File: src/rtl/alu_8bit_if.sv
// Operand/result bundle for alu_8bit: operation select and operands in,
// registered result and flags out.
interface alu_8bit_if #(
  parameter int WIDTH = 8
);
  logic [3:0]       ALUctl;
  logic [WIDTH-1:0] A;
  logic [WIDTH-1:0] B;
  logic [WIDTH-1:0] ALUOut;
  logic             Zero;
  logic             Overflow;

  // Requester side: drives the operation, observes the registered result
  modport master (
    output ALUctl, A, B,
    input  ALUOut, Zero, Overflow
  );

  // ALU side: consumes the operation, produces the registered result
  modport slave (
    input  ALUctl, A, B,
    output ALUOut, Zero, Overflow
  );
endinterface

File: src/rtl/alu_8bit.sv
// Single-cycle-latency ALU: AND/OR/ADD/SUB/SLT/NOR decoded from ALUctl,
// result, zero flag and signed-overflow flag registered together.
module alu_8bit #(
  parameter int WIDTH = 8
) (
  input  logic     clk,
  input  logic     rst,
  alu_8bit_if.slave bus
);

  localparam int MSB = WIDTH - 1;

  localparam logic [3:0] OP_AND = 4'b0000;
  localparam logic [3:0] OP_OR  = 4'b0001;
  localparam logic [3:0] OP_ADD = 4'b0010;
  localparam logic [3:0] OP_SUB = 4'b0110;
  localparam logic [3:0] OP_SLT = 4'b0111;
  localparam logic [3:0] OP_NOR = 4'b1100;

  // Signed overflow of a + b: operands agree in sign, sum disagrees
  function automatic logic add_ovf(input logic signed [WIDTH-1:0] a,
                                   input logic signed [WIDTH-1:0] b,
                                   input logic signed [WIDTH-1:0] s);
    return (a[MSB] == b[MSB]) && (s[MSB] != a[MSB]);
  endfunction

  // Signed overflow of a - b: operands differ in sign, difference flips from a
  function automatic logic sub_ovf(input logic signed [WIDTH-1:0] a,
                                   input logic signed [WIDTH-1:0] b,
                                   input logic signed [WIDTH-1:0] d);
    return (a[MSB] != b[MSB]) && (d[MSB] != a[MSB]);
  endfunction

  logic signed [WIDTH-1:0] a_s;
  logic signed [WIDTH-1:0] b_s;
  logic signed [WIDTH-1:0] sum_p0;
  logic signed [WIDTH-1:0] diff_p0;
  logic                    sub_ovf_p0;
  logic                    less_p0;
  logic        [WIDTH-1:0] result_p0;
  logic                    ovf_p0;

  logic        [WIDTH-1:0] result_p1;
  logic                    zero_p1;
  logic                    ovf_p1;

  assign a_s = bus.A;
  assign b_s = bus.B;

  // ---- stage p0: combinational decode of the current inputs ----
  // Subtraction is built as a + ~b + 1 so SUB and SLT share one adder path;
  // SLT corrects the sign bit with the overflow so wrapped differences still compare right.
  always_comb begin
    sum_p0     = a_s + b_s;
    diff_p0    = a_s + ~b_s + WIDTH'(1);
    sub_ovf_p0 = sub_ovf(a_s, b_s, diff_p0);
    less_p0    = diff_p0[MSB] ^ sub_ovf_p0;
    result_p0  = '0;
    ovf_p0     = 1'b0;
    case (bus.ALUctl)
      OP_AND: result_p0 = bus.A & bus.B;
      OP_OR:  result_p0 = bus.A | bus.B;
      OP_ADD: begin
        result_p0 = sum_p0;
        ovf_p0    = add_ovf(a_s, b_s, sum_p0);
      end
      OP_SUB: begin
        result_p0 = diff_p0;
        ovf_p0    = sub_ovf_p0;
      end
      OP_SLT: result_p0 = {{(WIDTH-1){1'b0}}, less_p0};
      OP_NOR: result_p0 = ~(bus.A | bus.B);
      default: begin
        result_p0 = '0;
        ovf_p0    = 1'b0;
      end
    endcase
  end

  // ---- stage p1: output register; zero derived from the same captured result ----
  always_ff @(posedge clk or posedge rst) begin
    if (rst) begin
      result_p1 <= '0;
      zero_p1   <= 1'b1;
      ovf_p1    <= 1'b0;
    end else begin
      result_p1 <= result_p0;
      zero_p1   <= (result_p0 == '0);
      ovf_p1    <= ovf_p0;
    end
  end

  assign bus.ALUOut   = result_p1;
  assign bus.Zero     = zero_p1;
  assign bus.Overflow = ovf_p1;

endmodule

File: src/flat_wrapper.sv
// flat-port wrapper written by rule: the top's interface ports become plain ports
module alu_8bit_flat 
#(
  parameter int WIDTH = 8
)
  (clk, rst, bus_ALUctl, bus_A, bus_B, bus_ALUOut, bus_Zero, bus_Overflow);
  alu_8bit_if #(.WIDTH(WIDTH)) bus_i ();
  input  logic clk;
  input  logic rst;
  input wire logic [$bits(bus_i.ALUctl)-1:0] bus_ALUctl;
  input wire logic [$bits(bus_i.A)-1:0] bus_A;
  input wire logic [$bits(bus_i.B)-1:0] bus_B;
  output wire logic [$bits(bus_i.ALUOut)-1:0] bus_ALUOut;
  output wire logic [$bits(bus_i.Zero)-1:0] bus_Zero;
  output wire logic [$bits(bus_i.Overflow)-1:0] bus_Overflow;
  assign bus_i.ALUctl = bus_ALUctl;
  assign bus_i.A = bus_A;
  assign bus_i.B = bus_B;
  assign bus_ALUOut = bus_i.ALUOut;
  assign bus_Zero = bus_i.Zero;
  assign bus_Overflow = bus_i.Overflow;
  alu_8bit #(.WIDTH(WIDTH)) u_core (.clk(clk), .rst(rst), .bus(bus_i));
endmodule
File: config.mk
export PLATFORM = sky130hd
export DESIGN_NAME = alu_8bit_flat
export DESIGN_NICKNAME = d
export VERILOG_FILES = /design/src/rtl/alu_8bit_if.sv /design/src/rtl/alu_8bit.sv /design/src/flat_wrapper.sv
export SDC_FILE = /design/constraint.sdc
export NUM_CORES = 1
export LEC_CHECK = 0
export CAP_MARGIN = 30
export CORE_MARGIN = 2
export CORE_UTILIZATION = 55
export DETAILED_ROUTE_END_ITERATION = 7
export PLACE_DENSITY = 0.86
export RECOVER_POWER = 100
export SYNTH_ARGS = -nofsm -noshare
export SYNTH_HDL_FRONTEND = slang
export SYNTH_SLANG_ARGS = --single-unit
export TNS_END_PERCENT = 20
File: constraint.sdc
create_clock -name clk -period 1.2 [get_ports clk]
set_input_delay 0.12 -clock clk [delete_from_list [all_inputs] [get_ports clk]]
set_output_delay 0.12 -clock clk [all_outputs]
set_load 0.03 [all_outputs]
==> impl_metrics.toml, run 1 <==
[placed_design]
dp_hpwl_mm = 4.50
place.gp.congestion = 0.897
portBuffers = 31
place_inst = 295

[die]
start_util = 0.595
fp-row-count = 18
die_w_um = 56.2
die_y_um = 56.2
io_pins = 32

[clocking]
cts_sinks = 10
cts_max_level = 1
cts_root_buffer = "clkbuf_4"
cts_buffer_depth = 2
cts_buffers = 3

[grt]
grt_max_degree = 11
grt_overflow = 23
grt_pass1_wl_mm = 13.9
grt_pass1_vias = 2577
grt_usage = 0.573

[synth]
async_flop_share = 1.00
yosysSeqAreaShare = 0.168
synth-edff-count = 0
synth_nets = 229
ys_ff_latch = 10
synth_cell_types = 53
synth_cells = 180
avgSynthCellArea_um2 = 8.33
netlist_area_um2 = 1500
yosysWarnings = 0
synth_ff_type = "dfrtp_1"

[outcome]
outcome = "aborted with a tool error"
error_line = "[ERROR GRT-0116] Global routing finished with congestion. Check the congestion regions in the DRC Viewer."
failed_stage = "global routing"
## per-stage QoR
step / cell area, um^2 / worst slack, ns
after floorplan: 1560 / -1.49
after global placement: 2330 / -2.17
after detailed placement: 2330 / -2.49
after CTS: 2440 / -1.86
## synthesized netlist by cell type (all sizes together), types with 3 or more instances
| library cell | n | share of area |
|---|---|---|
| a21o | 4 | 0.021 |
| a21oi | 14 | 0.047 |
| a22oi | 4 | 0.020 |
| buf | 8 | 0.031 |
| dfrtp | 9 | 0.15 |
| fa | 3 | 0.040 |
| ha | 24 | 0.20 |
| inv | 21 | 0.053 |
| nand2 | 10 | 0.027 |
| nand3 | 5 | 0.017 |
| nor2 | 11 | 0.028 |
| nor3 | 5 | 0.020 |
| nor4b | 4 | 0.023 |
| o211ai | 5 | 0.025 |
| o21ai | 6 | 0.020 |
| o22a | 5 | 0.029 |
| o22ai | 4 | 0.017 |
## repair_timing
action / 4_1_cts
setup endpoints to repair: 19
hold buffers: 0
pin swaps: 15
gates resized for setup: 53
setup buffers: 3
## layer usage
layer	global-route usage	overflow
met5	0	0
met4	0.585	7
met3	0.223	0
met2	0.842	16
met1	0.599	0
## cell families after synthesis
kind of cell,count (synthesis),share of synthesized area
fa+ha+maj,27,0.240
flops,10,0.168
buf+inv,31,0.0884
compound gates,60,0.296
simple gates,48,0.184
xor+xnor,4,0.0234
==> run 2: changes to the inputs <==
CORE_UTILIZATION = 40   (was 55)
PLACE_DENSITY = not set   (was 0.86)
PLACE_DENSITY_LB_ADDON = 0.15   (was not set)
==> impl_metrics.toml, run 2 <==
[outcome]
outcome = "finished with violations"
violations = "negative setup slack"

[setup_path]
path_delay_family = "simple AND/OR/NAND/NOR gates"
slowest_stage = "or4_1"
arrival_ns = 2.95
crit_path_end_kind = "flop"
worstSetupPathType = "in2reg"
required_ns = 1.36
path_cells = "buf_8, inv_6, ha_4, o21ba_4, or4_1, o211ai_1, a21oi_1, nor2_1, nor2_2, fa_2, a31oi_1, o22ai_1, nor2_1, o211ai_1, or4_1, nor3_2"
path_max_fanout = 2
cp_num_buf_inv = 2
worst_setup_path_start_kind = "primary input"
slowest_delay_ns = 0.43

[timing]
setup_viol_count_final = 10
min_period_ns = 2.78
maxSlewHeadroom = 0.728
hold_viol = 0
timing.hold.ws_ns = 0.288
post-route-period-util = 2.32
worst_pin_slew_ns = 0.403
drv_slew = 0
worst_slack_ns = -1.58
rsz0062_at_grt = "yes"
setup_tns_ns = -6.83
max_freq_ghz = 0.359

[routing]
drt-initial-drc-count = 43
wirelength_mm = 4.73
drtPass1Iterations = 4
route.vias.total = 1746
ant_nets = 0
wire_per_inst_um = 14.7
route.detailed.drc = 0
vias_per_cell = 5.42

[die]
die_w_um = 65.2
start_util = 0.413
dieArea_um2 = 4260
fp-row-count = 22
io_pins = 32
die_y_um = 65.2
core_area_um2 = 3630

[power]
p_sw_uw = 627
clockPowerShare = 0.234
sw_frac_of_total = 0.355
ir_worst_vdd_v = 0.000258
power_frac_comb = 0.549
p_leak_nw = 1.20
power_frac_seq = 0.217
intPower_mw = 1.14
power_density_nw_per_um2 = 700

[layout]
final_cell_mix = "buf_4 (67), ha_1 (15), a21oi_1 (13), dlygate4sd2_1 (13)"
final_util = 0.696
largest_reg_flops = 8
area_delta_synth_final_pct = 68.5
nNetsFinal = 324
final_common_cell = "buf_4"
n_fill_cell = 310
design_area_um2 = 2530
n_antenna_cell = 0
drive_above_1_share = 0.464

[synth]
synth_cell_types = 53
async_flop_share = 1.00
synth_cells = 180
ys_top_cells_by_area = "ha_1 (20%), dfrtp_1 (15%), inv_1 (5.3%)"
synth_ff_type = "dfrtp_1"
synth_nets = 229
synth-edff-count = 0
yosysSeqAreaShare = 0.168
synthDominantCellAreaShare = 0.200
netlist_area_um2 = 1500
synth_top_cell_by_area = "ha_1"
synth_commonest_cells = "ha_1 (24), inv_1 (21), a21oi_1 (14)"
avgSynthCellArea_um2 = 8.33
ys_ff_latch = 10
synth.most_common_cell = "ha_1"
yosysWarnings = 0

[grt]
grt_pass1_vias = 1756
grt_pass1_wl_mm = 7.53
grt_overflow = 0
grt_usage = 0.226
antenna_found_initial = 0
grt_max_degree = 12

[placed_design]
dp_hpwl_mm = 3.79
portBuffers = 31
dp_slack_ns = -2.23
dpl-instance-area_um2 = 2350
place.gp.congestion = 0.849

[clocking]
hold_buffers = 0
clk_pin_slew_ns = 0.05
cts_root_buffer = "clkbuf_8"
cts_buffer_depth = 2
cts_tree = "built"
cts_sinks = 10
cts_buffers = 3
cts_max_level = 1

[min_path]
hp-class = "in2async"

[run]
drv_cap = 0
[run 2: cell counts after synthesis]
Identical to the previous run, type by type.
[run 2: cell families after synthesis]
kind of cell / count (synthesis) / synth area share
flip-flops: 10 / 0.168
AO/OA/AOI/OAI: 60 / 0.296
buffers and inverters: 31 / 0.0884
adder cells (fa/ha/maj): 27 / 0.240
XOR/XNOR: 4 / 0.0234
AND/OR/NAND/NOR: 48 / 0.184
[run 2: final cells by class]
| cell class | instances | area [um^2] | share of cell area |
|---|---|---|---|
| clock buffer | 4 | 55.1 | 0.0218 |
| inverter | 21 | 101 | 0.0401 |
| multi-input combinational | 139 | 1270 | 0.503 |
| sequential | 10 | 251 | 0.0995 |
| tap | 48 | 60.1 | 0.0238 |
| timing repair buffer | 100 | 787 | 0.311 |
[run 2: layer usage]
metal / global-route usage / wire [um] / share of wire
met5: 0 / 0 / 0
met1: 0.255 / 1850 / 0.39
met3: 0.0154 / 186 / 0.039
met4: 0.0938 / 89 / 0.019
met2: 0.432 / 2610 / 0.55
[run 2: final timing paths]
check | startpoint | endpoint | slack, ns | cells after the start
max | bus_A[1] | u_core.bus.Zero | -1.58 | 16
min in group clk | bus_ALUctl[1] | u_core.bus.ALUOut[2] | 0.45 | 2
max in group asynchronous | rst | u_core.bus.Zero | 0.61 | 2
min | rst | u_core.bus.ALUOut[0] | 0.29 | 2
[run 2: through the flow]
stage	total power [mW]	std cells
after floorplan	0.872	180
after global placement	1.28	313
after detailed placement	1.30	313
after CTS	1.75	320
after global routing	1.87	322
final	1.77	322
[run 2: power by group through the flow]
stage	registers [mW]	clock network (mW)	logic [mW]
after global routing	0.385	0.439	1.04
after floorplan	0.465	0	0.408
after detailed placement	0.391	0	0.914
after CTS	0.385	0.422	0.942
after global placement	0.390	0	0.890
final	0.383	0.414	0.971
[run 2: what timing repair did]
item                                    4_1_cts  5_1_grt
pin swaps                                    19       12
resized for setup                            86        6
buffers inserted                              3        2
endpoints found under the setup margin       19       10
Note: power is estimated with default switching activity, not from simulation.
==> run 3: changes to the inputs <==
ABC_AREA = 1   (was not set)
GPL_ROUTABILITY_DRIVEN = 0   (was not set)
==> impl_metrics.toml, run 3 <==
[min_path]
hp-class = "in2async"

[layout]
drive_above_1_share = 0.420
nNetsFinal = 412
largest_reg_flops = 8
final_common_cell = "buf_4"
final_util = 0.694
final_cell_mix = "buf_4 (65), nand2_1 (50), inv_1 (40)"
n_antenna_cell = 0
final_cells = 412
area_delta_synth_final_pct = 68.6

[synth]
synth_cell_types = 22
netlist_area_um2 = 1620
synth.most_common_cell = "inv_1"
synth_top_cell_by_area = "ha_1"
ys_ff_latch = 10
synth_commonest_cells = "inv_1 (59), nand2_1 (58), nor2_1 (32)"
synth-edff-count = 0
synthDominantCellAreaShare = 0.185
async_flop_share = 1.00
yosysWarnings = 0
synth_nets = 310
yosysSeqAreaShare = 0.155
synth_ff_type = "dfrtp_1"
synth_cells = 261
ys_top_cells_by_area = "ha_1 (18%), dfrtp_1 (14%), inv_1 (14%)"
avgSynthCellArea_um2 = 6.22

[routing]
drtPass1Iterations = 4
wire_per_inst_um = 11.2
route.vias.total = 1926
drt-initial-drc-count = 81
route.detailed.drc = 0
ant_nets = 0
vias_per_cell = 4.67
wirelength_mm = 4.63

[die]
core_area_um2 = 3940
dieArea_um2 = 4590
die_y_um = 67.7
start_util = 0.412
die_w_um = 67.7
fp-row-count = 23
io_pins = 32

[setup_path]
arrival_ns = 2.20
slowest_delay_ns = 0.51
path_cells = "buf_2, inv_2, ha_4, nor2_4, nand3_2, nand3_4, nand2_2, nand2_2, a21oi_2, fa_1, inv_1, nand2_1, o21ai_1, nor2_1, nand2_1, nor2_2, nand3_1, nor2_1"
required_ns = 1.37
worstSetupPathType = "in2reg"
slowest_stage = "fa_1"
worst_setup_path_start_kind = "primary input"
path_max_fanout = 2
crit_path_end_kind = "flop"

[power]
power_density_nw_per_um2 = 642
p_leak_nw = 1.56
ir_worst_vdd_v = 0.000261

[clocking]
cts_max_level = 1
cts_root_buffer = "clkbuf_8"
cts_sinks = 10
cts_tree = "built"
clk_pin_slew_ns = 0.05
cts_buffers = 3
hold_buffers = 0
cts_buffer_depth = 2

[timing]
setup_viol_count_final = 9
min_period_ns = 2.03
hold_viol = 0
post-route-period-util = 1.69
rsz0062_at_grt = "yes"
max_freq_ghz = 0.493
maxSlewHeadroom = 0.770
worst_pin_slew_ns = 0.344
worst_slack_ns = -0.827
drv_slew = 0

[grt]
antenna_found_initial = 0
grt_max_degree = 11
grt_usage = 0.217
grt_pass1_vias = 1856
grt_overflow = 0
grt_pass1_wl_mm = 7.62

[outcome]
outcome = "finished with violations"
violations = "negative setup slack"

[placed_design]
dp_hpwl_mm = 3.68
place_inst = 396
dp_slack_ns = -1.56
portBuffers = 31

[run]
drv_cap = 0
==> run 3: cell count changes in the layout (fill, tap and decap cells not counted), moves of 9 or more <==
cell     delta
nand2_1    +41
inv_2      +12
a21oi_1     -9
inv_1      +30
nor2_1     +18
nand2_2    +10
nand3_1    +17
==> run 3: logic make-up after synthesis <==
logic type               count (synthesis)  synth area share
AO/OA/AOI/OAI                           17            0.0570
AND/OR/NAND/NOR                        142             0.414
adder cells (fa/ha/maj)                 27             0.222
buffers and inverters                   65             0.153
flip-flops                              10             0.155
==> run 3: through the flow <==
step / setup TNS, ns / hold WS, ns / total power [mW] / instance area [um^2]
final: -4.08 / 0.289 / 1.76 / 2740
after global placement: -10.30 / 0.401 / 1.27 / 2490
after detailed placement: -10.56 / 0.423 / 1.29 / 2490
after global routing: -5.04 / 0.346 / 1.89 / 2740
after floorplan: -3.16 / -0.0405 / 0.873 / 1700
after CTS: -4.36 / 0.171 / 1.71 / 2670
==> run 3: what timing repair did <==
action | in CTS | in global routing
pin swaps | 21 | 19
hold endpoints to repair | 0 | 0
setup buffers | 10 | 3
resized for setup | 79 | 28
endpoints found under the setup margin | 19 | 10
==> run 3: worst max-delay path by stage <==
stage	startpoint	slack (ns)	end	cells past startpoint
final	bus_A[1]	-0.83	u_core.bus.Zero	18
after global routing	bus_A[2]	-0.97	u_core.bus.Zero	20
after CTS	bus_A[2]	-0.77	u_core.bus.Zero	21
after detailed placement	bus_A[2]	-1.56	u_core.bus.Zero	21
after global placement	bus_A[2]	-1.52	u_core.bus.Zero	21
after floorplan	bus_A[2]	-0.89	u_core.bus.Zero	20
==> run 3: cell type report <==
| cell class | instances | area (um^2) |
|---|---|---|
| Clock buffer | 4 | 45.0 |
| Fill cell | 343 | 1200 |
| Multi-Input combinational cell | 186 | 1320 |
| Sequential cell | 10 | 251 |
| Inverter | 62 | 250 |
| Tap cell | 50 | 62.6 |
| Timing Repair Buffer | 100 | 808 |
==> run 3: critical path: cells and delay by family <==
family | cells | cell delay [ns]
simple gates | 11 | 0.97
compound gates | 2 | 0.12
fa+ha+maj | 2 | 0.72
buf+inv | 3 | 0.25
==> run 3: report_power, final <==
| group | switching (mW) | internal, mW |
|---|---|---|
| combinational | 0.535 | 0.491 |
| sequential | 0.00530 | 0.373 |
| clock | 0.121 | 0.232 |
| total | 0.662 | 1.10 |
==> run 3: routing by layer <==
metal  wire (um)  track usage
met1        1910        0.244
met2        2530        0.418
met3         138       0.0133
met4          57       0.0867
met5           0            0
==> run 4: changes to the inputs <==
ABC_CLOCK_PERIOD_IN_PS = 1200   (was not set)
==> results of run 4 <==
No change in the layout: final DEF, timing and power equal those of run 3.
